File: src/rtl/rvv_lane_seq.sv
// rvv_lane_seq: sequences a vector command through a narrow ALU one lane chunk per cycle,
// assembling each chunk result into the destination vector.
module rvv_lane_seq #(
  parameter int unsigned VLEN = 10'd128,
  parameter int unsigned LANE_WIDTH = 3'b011
) (
  input  logic            clk,
  input  logic            reset,
  input  logic            start,
  input  logic [7:0]      vl,
  input  logic [2:0]      vsew,
  input  logic [63:0]     alu_vd,
  output logic            alu_run,
  output logic [9:0]      alu_index,
  output logic [3:0]      alu_in_reg_offset,
  output logic [VLEN-1:0] result,
  output logic            busy,
  output logic            done,
  output logic            err
);
  localparam int LW = 1 << LANE_WIDTH;
  typedef enum logic [1:0] {IDLE, RUN, DONE} state_t;
  state_t state;
  logic [15:0] ew, bits;
  logic [2:0] sh;
  logic [3:0] cm, cmask;
  logic [9:0] last_idx;
  logic illegal;
  always_comb begin
    ew = 16'd8 << vsew[1:0];
    bits = 16'(vl) * ew;
    sh = 3'(vsew[1:0]) + 3'd3 - 3'(LANE_WIDTH);
    cm = 4'((8'd1 << sh) - 8'd1);
    illegal = vsew > 3'd3 || ({1'b0, vsew} + 4'd3) < 4'(LANE_WIDTH) || bits > 16'(VLEN);
  end
  assign busy = state == RUN;
  // Chunks of consecutive elements are contiguous, so the index simply steps by LW
  // and the command ends when it reaches the last chunk position.
  always_ff @(posedge clk or posedge reset)
    if (reset) begin
      state <= IDLE;
      alu_run <= 1'b0;
      alu_index <= '0;
      alu_in_reg_offset <= '0;
      result <= '0;
      done <= 1'b0;
      err <= 1'b0;
      last_idx <= '0;
      cmask <= '0;
    end else case (state)
      RUN: begin
        result[alu_index +: LW] <= alu_vd[LW-1:0];
        if (alu_index == last_idx) begin
          state <= DONE;
          alu_run <= 1'b0;
          alu_index <= '0;
          alu_in_reg_offset <= '0;
          done <= 1'b1;
        end else begin
          alu_index <= alu_index + 10'(LW);
          alu_in_reg_offset <= (alu_in_reg_offset + 4'd1) & cmask;
        end
      end
      default: begin
        state <= IDLE;
        done <= 1'b0;
        err <= 1'b0;
        if (start && illegal) begin
          state <= DONE;
          done <= 1'b1;
          err <= 1'b1;
        end else if (start) begin
          result <= '0;
          last_idx <= 10'(bits - 16'(LW));
          cmask <= cm;
          state <= vl == 8'd0 ? DONE : RUN;
          done <= vl == 8'd0;
          alu_run <= vl != 8'd0;
        end
      end
    endcase
endmodule

File: config.mk
export PLATFORM = sky130hd
export DESIGN_NAME = rvv_lane_seq
export DESIGN_NICKNAME = d
export VERILOG_FILES = /design/src/rtl/rvv_lane_seq.sv
export SDC_FILE = /design/constraint.sdc
export NUM_CORES = 1
export LEC_CHECK = 0
export BUFFER_PORTS_ARGS = -buffer_cell sky130_fd_sc_hd__buf_2
export CORE_MARGIN = 2
export CORE_UTILIZATION = 45
export DETAILED_ROUTE_END_ITERATION = 16
export GPL_ROUTABILITY_DRIVEN = 0
export PLACE_DENSITY = 0.71
export SLEW_MARGIN = 20
export SYNTH_ARGS = -nofsm -noshare
export SYNTH_HDL_FRONTEND = slang
export SYNTH_SLANG_ARGS = --single-unit
File: constraint.sdc
create_clock -name clk -period 7.15 [get_ports clk]
set_input_delay 0.715 -clock clk [delete_from_list [all_inputs] [get_ports clk]]
set_output_delay 0.715 -clock clk [all_outputs]
set_load 0.02 [all_outputs]
==> results of run 1 <==
## per-stage QoR
stage	setup WS [ps]	util, %
finish	1570	54.8
global route	1000	54.8
CTS	1550	54.7
detailed placement	1130	51.3
global placement	1060	51.3
floorplan	2060	-
## critical path, cell delays in order
cell and delay, ps:
buf_2 230, nor2b_1 460, and2_1 220, fa_1 430, ha_1 310, ha_1 280
inv_1 50, fa_1 530, inv_1 40, ha_1 340, xnor2_1 210, a2111oi_0 450
o2111ai_1 230, nor4_1 280, and4_2 640, buf_12 300, o22ai_1 120
## power by group through the flow
stage,clock network (mW),logic (mW),registers (mW)
floorplan,0,0.534,1.45
global placement,0,1.12,1.23
detailed placement,0,1.14,1.23
CTS,0.920,1.14,1.22
global route,0.954,1.26,1.25
finish,0.902,1.14,1.22
## cell type report
type / count / area, µm² / area share, %
Inverter: 33 / 129 / 1.36
Clock buffer: 22 / 484 / 5.11
Tap cell: 225 / 282 / 2.97
Multi-Input combinational cell: 599 / 3750 / 39.6
Timing Repair Buffer: 172 / 893 / 9.42
Clock inverter: 9 / 113 / 1.19
Sequential cell: 153 / 3830 / 40.4
## registers in the layout (all words and copies together) (netlist names)
signal             cells
cmask                  3
alu_in_reg_offset      4
done                   1
alu_run                1
err                    1
last_idx               7
alu_index              7
result               128
state                  1
## cell usage in the layout (no fill, tap or decap), types with 12 or more instances in the layout
cell       synthesis  final
a21oi_1           12     12
and2_1            22     22
buf_2             16    164
clkbuf_16          0     17
dfrtp_1          153    153
fa_1              12     12
ha_1              41     41
inv_1             33     32
nand2_1          138    138
nand2b_1          18     18
nand3_1           75     75
nor2_1            18     18
o21ai_0          103    103
o22ai_1           41     41
## worst min path at each step
stage	depth (start not counted)	to
after floorplan	2	cmask[1]
after global placement	2	cmask[1]
after detailed placement	2	cmask[1]
after CTS	2	result[121]
after global routing	2	result[125]
final	2	result[125]
## kinds of logic (layout without fill, tap and decap cells)
group / after synthesis / count (layout) / synth area share (%)
adders and majority gates: 53 / 53 / 9.48
DFF: 153 / 153 / 48.2
AOI/OAI and AO/OA: 190 / 190 / 14.4
buffers and inverters: 94 / 236 / 4.98
muxes: 6 / 6 / 0.804
other: 1 / 3 / 0.0472
and+or+nand+nor: 328 / 328 / 19.9
xor gates and xnor gates: 19 / 19 / 2.10
## layer usage
layer | routed length (µm) | global-route usage [%]
met1 | 9090 | 30.8
met2 | 9690 | 35.4
met3 | 1260 | 4.30
met4 | 595 | 9.28
met5 | 0 | 0
==> key figures, run 1 <==
CTS
  • CTS buffer count: 17
  • Clk buf depth: 2
  • CTS Hold Bufs: 0
  • Clock Tree Root: clkbuf_16
  • CTS tree: yes
  • # Post-CTS Setup Buffers: 0
  • Cts repair resizes: 0
  • H-tree levels: 4
  • Worst-path clk slew: 60 ps
  • Worst-Skew Late Latency: 430 ps
  • Total clock sinks: 153

Status
  • Outcome: complete, no violations

Floorplan
  • Row cnt: 48
  • Die height: 137 µm
  • DIE WIDTH: 137 µm
  • IO Pins: 224
  • DIE AREA: 18700 µm²
  • Initial Utilization: between 40% and 50%
  • Core ar.: 17300 µm²

Critical path
  • CP Data Arrival Time: 5860 ps
  • FF-to-FF Start: alu_index[3]
  • Setup crit end: result[38]
  • CP max FO: 43
  • Reg2Reg Depth: 9
  • Worst R2R End: result[20]
  • Crit start category: input port
  • Critical path class: input port to register
  • Crit path from: vsew[1]
  • Reg-to-reg setup timing slack: ~3800 ps
  • Worst Path Required: 7430 ps
  • Critical path endpoint category: register

STA
  • Tightest hold margin: 443 ps
  • Pins Over Slew Limit: 0
  • Clk_skew: 8.37 ps
  • Least-Margin Pin Slew: between 800 and 900 ps
  • Hold Vio Cnt, Final: 0
  • RSZ-0062 raised after global routing: false
  • Setup TNS: 0 ps
  • Normalized max-slew margin: 43.4%
  • Part of the cycle the worst path needs: 78.1%
  • Tmin final: 5580 ps
  • Fmax: 179 MHz
  • Final setup fails: 0

Placement
  • I/O Buffers: 164
  • DP Wirelength: 14.0 mm
  • Placed cells: 1182
  • Placed Area: 8870 µm²

Final layout
  • Layout Area Growth over Synthesis: 19.4%
  • Final instance area: 9480 µm²
  • Filler cells: 1575
  • # diodes: 0
  • Nets: 1107
  • Layout cells sized above 1: between 20% and 30%
  • Post-route insts no fill: 1213

Power and ir drop
  • Pwr/cell area: 344 nW/µm²
  • Switching pwr: 1.25 mW
  • Seq pwr share: 37.4%
  • Clk pwr share: 27.6%
  • Comb power frac: 35.0%
  • Internal power: 2.02 mW
  • Switching share of total power: 38.2%
  • Total Power: 3.26 mW
  • Leakage: 4.77 nW
  • Worst vdd ir: ~180 µV

Yosys
  • Seq/Total Area, Yosys: 48.2%
  • Synthesized area: 7940 µm²
  • Biggest area consumer among synthesized cells: dfrtp_1
  • Synth top area share: about half
  • Yosys Warn Count: 0
  • Largest cells by area after synthesis: dfrtp_1, nand2_1, o21ai_0
  • Syn Area/Cell: around 9.4 µm²
  • Most frequent cell after synthesis: dfrtp_1
  • Top FF cell, synth: dfrtp_1
  • Cells after synthesis: 844
  • Synth cell types: 56
  • Top cells by count, synth: dfrtp_1, nand2_1, o21ai_0
  • Asr flop ratio synth: 100%
  • #FFs+latches synth: 153
  • Post-synth EDFFs: 0

Detailed routing
  • DR vias/cell: 5.50
  • 1st-iter DRT viols: between 400 and 500
  • Detailed-router iteration count before antenna repair: 5
  • Post-route ant nets: 0
  • Post-route DRC violation count: 0
  • Wirelength per Cell: 17.0 µm
  • Detailed Route WL: 20.6 mm
  • Total number of vias: approximately 6700

GRT
  • Final global-route overflow total: 0
  • Largest net degree at the start of global routing: 88
  • Total track usage: between 20% and 30%
  • First-pass GRT wire length: 32.8 mm
  • Vias in the first global route: 6220
  • Antenna violations before repair: 0

Hold path
  • HP Class: input port to async pin

Run
  • Max Cap Viol: 0
No activity file was read; power rests on OpenSTA's default activity.
==> inputs of run 2 (changes only) <==
--- a/config.mk
+++ b/config.mk
@@ -10,7 +10,7 @@
 export CORE_UTILIZATION = 45
 export DETAILED_ROUTE_END_ITERATION = 16
 export GPL_ROUTABILITY_DRIVEN = 0
-export PLACE_DENSITY = 0.71
+export PLACE_DENSITY = 0.73
 export SLEW_MARGIN = 20
 export SYNTH_ARGS = -nofsm -noshare
 export SYNTH_HDL_FRONTEND = slang
==> constraint.sdc (replaced) <==
create_clock -name clk -period 4.6 [get_ports clk]
set_input_delay 0.46 -clock clk [delete_from_list [all_inputs] [get_ports clk]]
set_output_delay 0.46 -clock clk [all_outputs]
set_load 0.02 [all_outputs]
==> key figures, run 2 (synthesized netlist as in run 1, its figures left out) <==
Status
  • Outcome: complete, no violations (unchanged)

GRT
  • Vias in the first global route: 6155 (was 6220)
  • Antenna violations before repair: 0 (unchanged)
  • Largest net degree at the start of global routing: 82 (was 88)
  • Final global-route overflow total: 0 (unchanged)
  • First-pass GRT wire length: 32.5 mm (was 32.8 mm)
  • Total track usage: 22.4% (was 22.6%)

Detailed routing
  • 1st-iter DRT viols: 432 (was 412)
  • Detailed-router iteration count before antenna repair: 6 (was 5)
  • Detailed Route WL: 21.6 mm (was 20.6 mm)
  • Post-route ant nets: 0 (unchanged)
  • DR vias/cell: 5.46 (was 5.50)
  • Total number of vias: 6836 (was 6668)
  • Post-route DRC violation count: 0 (unchanged)
  • Wirelength per Cell: 17.3 µm (was 17.0 µm)

Critical path
  • Largest stage delay, worst path: 550 ps (was 640 ps)
  • CP max FO: 21 (was 43)
  • Critical path class: input port to register (unchanged)
  • Cell family with most CP delay: adder cells (unchanged)
  • Worst-path cell chain: buf_2 -> buf_4 -> nor2_4 -> nand2_2 -> fa_1 -> fa_1 -> inv_1 -> fa_2 -> ha_1 -> ha_4 -> a21oi_2 -> o2111a_1 -> o2111ai_2 -> nor4_4 -> nand4_1 -> buf_6 -> clkbuf_16 -> nand3_1 -> o21ai_0 (was buf_2 -> nor2b_1 -> and2_1 -> fa_1 -> ha_1 -> ha_1 -> inv_1 -> fa_1 -> inv_1 -> ha_1 -> xnor2_1 -> a2111oi_0 -> o2111ai_1 -> nor4_1 -> and4_2 -> buf_12 -> o22ai_1)
  • Worst Path Required: 4870 ps (was 7430 ps)
  • CP most frequent cell: fa_1 (was ha_1)
  • Critical path endpoint category: register (unchanged)
  • Slowest cell on crit path: fa_2 (was and4_2)
  • Crit start category: input port (unchanged)
  • CP Data Arrival Time: 4710 ps (was 5860 ps)
  • CP bufs+invs: 5 (was 4)

Placement
  • Placed cells: 1217 (was 1182)
  • Placed Area: 9220 µm² (was 8870 µm²)
  • I/O Buffers: 164 (unchanged)
  • DP Wirelength: 14.6 mm (was 14.0 mm)
  • DP Worst Slack: -430 ps (was 1130 ps)

STA
  • Part of the cycle the worst path needs: 96.5%
  • RSZ-0062 raised after global routing: true (was false)
  • Final setup fails: 0 (unchanged)
  • Pins Over Slew Limit: 0 (unchanged)
  • Fmax: around 230 MHz
  • Normalized max-slew margin: 48.4% (was 43.4%)
  • Least-Margin Pin Slew: 769 ps (was 850 ps)
  • Worst Slack Setup Final: 159 ps (was 1570 ps)
  • Hold Vio Cnt, Final: 0 (unchanged)
  • Clk_skew: 12.9 ps (was 8.37 ps)
  • Tmin final: 4440 ps

CTS
  • Worst-path clk slew: 60 ps (about the same)
  • Clock Tree Root: clkbuf_16 (unchanged)
  • CTS tree: yes (unchanged)
  • Total clock sinks: 153 (unchanged)
  • H-tree levels: 4 (unchanged)
  • Worst-Skew Late Latency: 430 ps (about the same)
  • Clk buf depth: 2 (unchanged)
  • CTS buffer count: 17 (unchanged)

Floorplan
  • IO Pins: 224 (unchanged)
  • Row cnt: 48 (unchanged)
  • Core ar.: 17300 µm² (unchanged)
  • DIE AREA: 18700 µm² (unchanged)
  • Die height: 137 µm (unchanged)
  • DIE WIDTH: 137 µm (unchanged)
  • Initial Utilization: 45.9% (unchanged)

Power and ir drop
  • Seq pwr share: 36.7% (was 37.4%)
  • Clk pwr share: 27.3% (was 27.6%)
  • Internal power: 3.16 mW (was 2.02 mW)
  • Pwr/cell area: 521 nW/µm² (was 344 nW/µm²)
  • Comb power frac: 36.0% (was 35.0%)
  • Leakage: 4.99 nW (was 4.77 nW)
  • Switching share of total power: 38.9% (was 38.2%)
  • Worst vdd ir: 313 µV (was 181 µV)
  • Switching pwr: 2.01 mW (was 1.25 mW)

Final layout
  • Top Registers: result: 128 flops, alu_index: 7 flops, last_idx: 7 flops (unchanged)
  • Post-route insts no fill: 1251 (was 1213)
  • Post-layout util: 57.4% (was 54.8%)
  • Number of flip-flops in the largest register: 128 (unchanged)
  • Layout Area Growth over Synthesis: 24.9% (was 19.4%)
  • Commonest non-fill, non-tap cell in the layout: buf_2 (unchanged)
  • Final instance area: 9920 µm² (was 9480 µm²)
  • Nets: 1145 (was 1107)
  • Register name with the most flops: result (unchanged)
  • Layout cells sized above 1: 26.7% (was 22.4%)
  • # diodes: 0 (unchanged)
  • Most frequent cells in the layout: buf_2, dfrtp_1, nand2_1 (unchanged)

Hold path
  • HP Class: input port to async pin (unchanged)

Run
  • Max Cap Viol: 0 (unchanged)
==> run 2: changes by cell type in the layout (fill, tap and decap cells not counted), sizes merged <==
cell,change
clkbuf,-1
clkinvlp,-1
inv,+1
buf,+37
clkinv,+2
==> run 2: power by group through the flow <==
stage	Combinational [mW]	Sequential (mW)	Clock, mW
3_3_place_gp	1.80	1.91	0
6_report	1.86	1.90	1.41
5_1_grt	2.04	1.93	1.47
2_1_floorplan	0.849	2.26	0
4_1_cts	1.84	1.89	1.42
3_5_place_dp	1.84	1.91	0
==> run 2: final timing paths <==
kind	startpoint	endpoint	slack (ps)	cells after the start
max in group asynchronous	reset	result[95]	3440	3
worst min register to register	cmask[1]	cmask[1]	480	2
worst min-delay path	reset	result[40]	180	2
worst max register to register	alu_index[3]	result[19]	1270	9
min in group clk	alu_vd[2]	result[66]	340	3
worst max-delay path	vsew[0]	result[31]	160	19
==> run 2: timing repair <==
| action | 4_1_cts | 5_1_grt |
|---|---|---|
| hold buffers | 0 | 0 |
| pin swaps | 0 | 4 |
| gates resized for setup | 1 | 14 |
| gates cloned | 0 | 2 |
| endpoints found under the setup margin | 5 | 139 |
| buffers inserted | 0 | 1 |
==> run 2: routing by layer <==
metal  global-route usage, %  share of wire, %  up-vias
met5                       0                 0        -
met4                    6.82               1.8        0
met3                    4.74               5.6       24
met2                    36.6                49      201
met1                    30.1                44     3329
li1                        -                 -     3282
==> run 2: cell type report <==
cell class | count | area, µm²
clock buffer | 20 | 457
clock inverter | 11 | 140
fill | 1573 | 7370
inverter | 33 | 129
multi-input combinational | 599 | 3870
sequential | 153 | 3830
tap | 225 | 282
timing repair buffer | 210 | 1220
==> run 2: stage by stage <==
step                TNS, ps  hold slack (ps)  power [mW]
floorplan                 0              447        3.11
global placement     -48190              462        3.70
detailed placement   -54120              470        3.75
CTS                       0              189        5.16
global route          -62.4              233        5.45
finish                    0              177        5.17
==> inputs of run 3 (changes only) <==
--- a/config.mk
+++ b/config.mk
@@ -5,12 +5,13 @@
 export SDC_FILE = /design/constraint.sdc
 export NUM_CORES = 1
 export LEC_CHECK = 0
+export ABC_AREA = 1
 export BUFFER_PORTS_ARGS = -buffer_cell sky130_fd_sc_hd__buf_2
 export CORE_MARGIN = 2
 export CORE_UTILIZATION = 45
 export DETAILED_ROUTE_END_ITERATION = 16
 export GPL_ROUTABILITY_DRIVEN = 0
-export PLACE_DENSITY = 0.73
+export PLACE_DENSITY = 0.72
 export SLEW_MARGIN = 20
 export SYNTH_ARGS = -nofsm -noshare
 export SYNTH_HDL_FRONTEND = slang
==> key figures, run 3 <==
STA
  • Tmin final: 4270 ps (was 4440 ps)
  • Pins Over Slew Limit: 0 (unchanged)
  • Least-Margin Pin Slew: 1110 ps (was 769 ps)
  • Worst Slack Setup Final: 327 ps (was 159 ps)
  • Normalized max-slew margin: 26.0% (was 48.4%)
  • Hold Vio Cnt, Final: 0 (unchanged)
  • Clk_skew: 9.81 ps (was 12.9 ps)
  • Setup TNS: 0 ps (unchanged)
  • Final setup fails: 0 (unchanged)
  • Fmax: 234 MHz (was 225 MHz)
  • Part of the cycle the worst path needs: 92.9% (was 96.5%)

CTS
  • Clk buf depth: 2 (unchanged)
  • H-tree levels: 4 (unchanged)
  • CTS Hold Bufs: 0 (unchanged)
  • Worst-Skew Late Latency: 430 ps (about the same)
  • CTS tree: yes (unchanged)
  • Total clock sinks: 153 (unchanged)
  • Worst-path clk slew: 60 ps (about the same)
  • Clock Tree Root: clkbuf_16 (unchanged)
  • CTS buffer count: 17 (unchanged)

Yosys
  • Top FF cell, synth: dfrtp_1 (unchanged)
  • Cells after synthesis: 1106 (was 844)
  • Synth cell types: 36 (was 56)
  • Post-synth EDFFs: 0 (unchanged)
  • Yosys Warn Count: 0 (unchanged)
  • Asr flop ratio synth: 100% (unchanged)
  • Biggest area consumer among synthesized cells: dfrtp_1 (unchanged)
  • Largest cells by area after synthesis: dfrtp_1, nand2_1, ha_1 (was dfrtp_1, nand2_1, o21ai_0)
  • Synth top area share: 44.9% (was 48.2%)
  • Seq/Total Area, Yosys: 44.9% (was 48.2%)
  • #FFs+latches synth: 153 (unchanged)
  • Syn Area/Cell: 7.71 µm² (was 9.41 µm²)
  • Top cells by count, synth: nand2_1, dfrtp_1, nor2_1 (was dfrtp_1, nand2_1, o21ai_0)
  • Most frequent cell after synthesis: nand2_1 (was dfrtp_1)
  • Synthesized area: 8530 µm² (was 7940 µm²)

Floorplan
  • IO Pins: 224 (unchanged)
  • Row cnt: 50 (was 48)
  • Core ar.: 18600 µm² (was 17300 µm²)
  • Die height: 142 µm (was 137 µm)
  • Initial Utilization: 45.8% (was 45.9%)
  • DIE WIDTH: 142 µm (was 137 µm)
  • DIE AREA: 20100 µm² (was 18700 µm²)

Final layout
  • Nets: 1419 (was 1145)
  • Layout cells sized above 1: 20.2% (was 26.7%)
  • Number of flip-flops in the largest register: 128 (unchanged)
  • Top Registers: result: 128 flops, alu_index: 7 flops, last_idx: 7 flops (unchanged)
  • Register name with the most flops: result (unchanged)
  • Layout Area Growth over Synthesis: 20.9% (was 24.9%)
  • Commonest non-fill, non-tap cell in the layout: nand2_1 (was buf_2)
  • Most frequent cells in the layout: nand2_1, buf_2, dfrtp_1 (was buf_2, dfrtp_1, nand2_1)
  • # diodes: 0 (unchanged)

Hold path
  • HP Class: input port to async pin (unchanged)

Critical path
  • Critical path class: input port to register (unchanged)
  • Slowest cell on crit path: fa_1 (was fa_2)
  • Critical path endpoint category: register (unchanged)
  • Largest stage delay, worst path: 540 ps (was 550 ps)
  • CP max FO: 36 (was 21)
  • CP Data Arrival Time: 4580 ps (was 4710 ps)
  • Worst Path Required: 4910 ps (was 4870 ps)
  • Crit start category: input port (unchanged)
  • CP most frequent cell: nand2_1 (was fa_1)

GRT
  • Total track usage: 22.9% (was 22.4%)
  • Largest net degree at the start of global routing: 91 (was 82)
  • Vias in the first global route: 7385 (was 6155)
  • First-pass GRT wire length: 36.2 mm (was 32.5 mm)
  • Final global-route overflow total: 0 (unchanged)
  • Antenna violations before repair: 0 (unchanged)

Power and ir drop
  • Pwr/cell area: 388 nW/µm² (was 521 nW/µm²)
  • Leakage: 6.11 nW (was 4.99 nW)
  • Worst vdd ir: 298 µV (was 313 µV)

Placement
  • DP Wirelength: 16.9 mm (was 14.6 mm)
  • DP Worst Slack: -166 ps (was -430 ps)
  • I/O Buffers: 164 (unchanged)

Run
  • Max Cap Viol: 0 (unchanged)

Detailed routing
  • Detailed-router iteration count before antenna repair: 5 (was 6)
  • 1st-iter DRT viols: 612 (was 432)
  • Wirelength per Cell: 14.8 µm (was 17.3 µm)
  • Total number of vias: 7788 (was 6836)
  • DR vias/cell: 5.08 (was 5.46)
  • Post-route ant nets: 0 (unchanged)
  • Post-route DRC violation count: 0 (unchanged)
  • Detailed Route WL: 22.7 mm (was 21.6 mm)

Status
  • Outcome: complete, no violations (unchanged)
==> run 3: cell count changes in the layout (fill, tap and decap cells not counted), sizes merged, moves of 7 or more <==
cell,delta
nand2b,-18
nand2,+308
nand3,+35
o22ai,-44
buf,-19
o21ai,-90
and3,-7
inv,+65
and2,-21
nand4,+19
nor2,+115
==> run 3: worst paths after layout <==
kind | slack, ps | endpoint | depth (start not counted) | start
max | 330 | result[32] | 26 | vsew[1]
min | 200 | result[32] | 2 | reset
max reg2reg | 1280 | result[81] | 9 | alu_index[3]
min reg2reg | 460 | result[117] | 2 | result[117]
max in group asynchronous | 3450 | result[44] | 3 | reset
min in group clk | 300 | result[4] | 3 | alu_vd[4]
==> run 3: power by group <==
| part | switching [mW] | total [mW] | internal [mW] |
|---|---|---|---|
| clock network | 0.557 | 1.42 | 0.864 |
| registers | 0.0992 | 1.54 | 1.44 |
| logic | 0.733 | 1.04 | 0.311 |
==> run 3: cell families after synthesis <==
group                    after synthesis  share of synthesized area, %
other                                  1                        0.0440
adder cells (fa/ha/maj)               53                          8.83
flip-flops                           153                          44.9
AO/OA/AOI/OAI                         27                          1.73
XOR/XNOR                              16                          1.64
buffers and inverters                130                          6.40
AND/OR/NAND/NOR                      726                          36.5
==> run 3: area by class of cell <==
class / count / area (µm²)
Inverter: 101 / 387
Multi-Input combinational cell: 825 / 4170
Clock buffer: 20 / 447
Fill cell: 1788 / 8330
Clock inverter: 11 / 149
Sequential cell: 153 / 3830
Timing Repair Buffer: 190 / 1040
Tap cell: 234 / 293
==> run 3: timing repair <==
item,CTS,global route
buffers inserted,0,0
resized for setup,0,1
hold endpoints to repair,0,0
endpoints found under the setup margin,0,22
==> run 3: critical path, delay by kind of cell <==
family | cells | cell delay [ps]
fa+ha+maj | 5 | 2150
compound gates | 1 | 150
simple gates | 12 | 920
buf+inv | 8 | 890
==> run 3: metrics by stage <==
step	cell area (µm²)	util, %	power (mW)	std cells	hold slack, ps
finish	10300	55.3	4.00	1534	197
global route	10300	55.3	4.22	1534	269
CTS	10300	55.3	4.02	1534	228
detailed placement	9710	52.1	2.60	1503	453
global placement	9710	52.1	2.58	1503	450
floorplan	8540	-	2.31	1108	453
==> run 3: routing by layer <==
layer	wire length, µm	track usage [%]
met1	9880	29.4
met2	10700	38.3
met3	1710	6.41
met4	360	6.42
met5	0	0
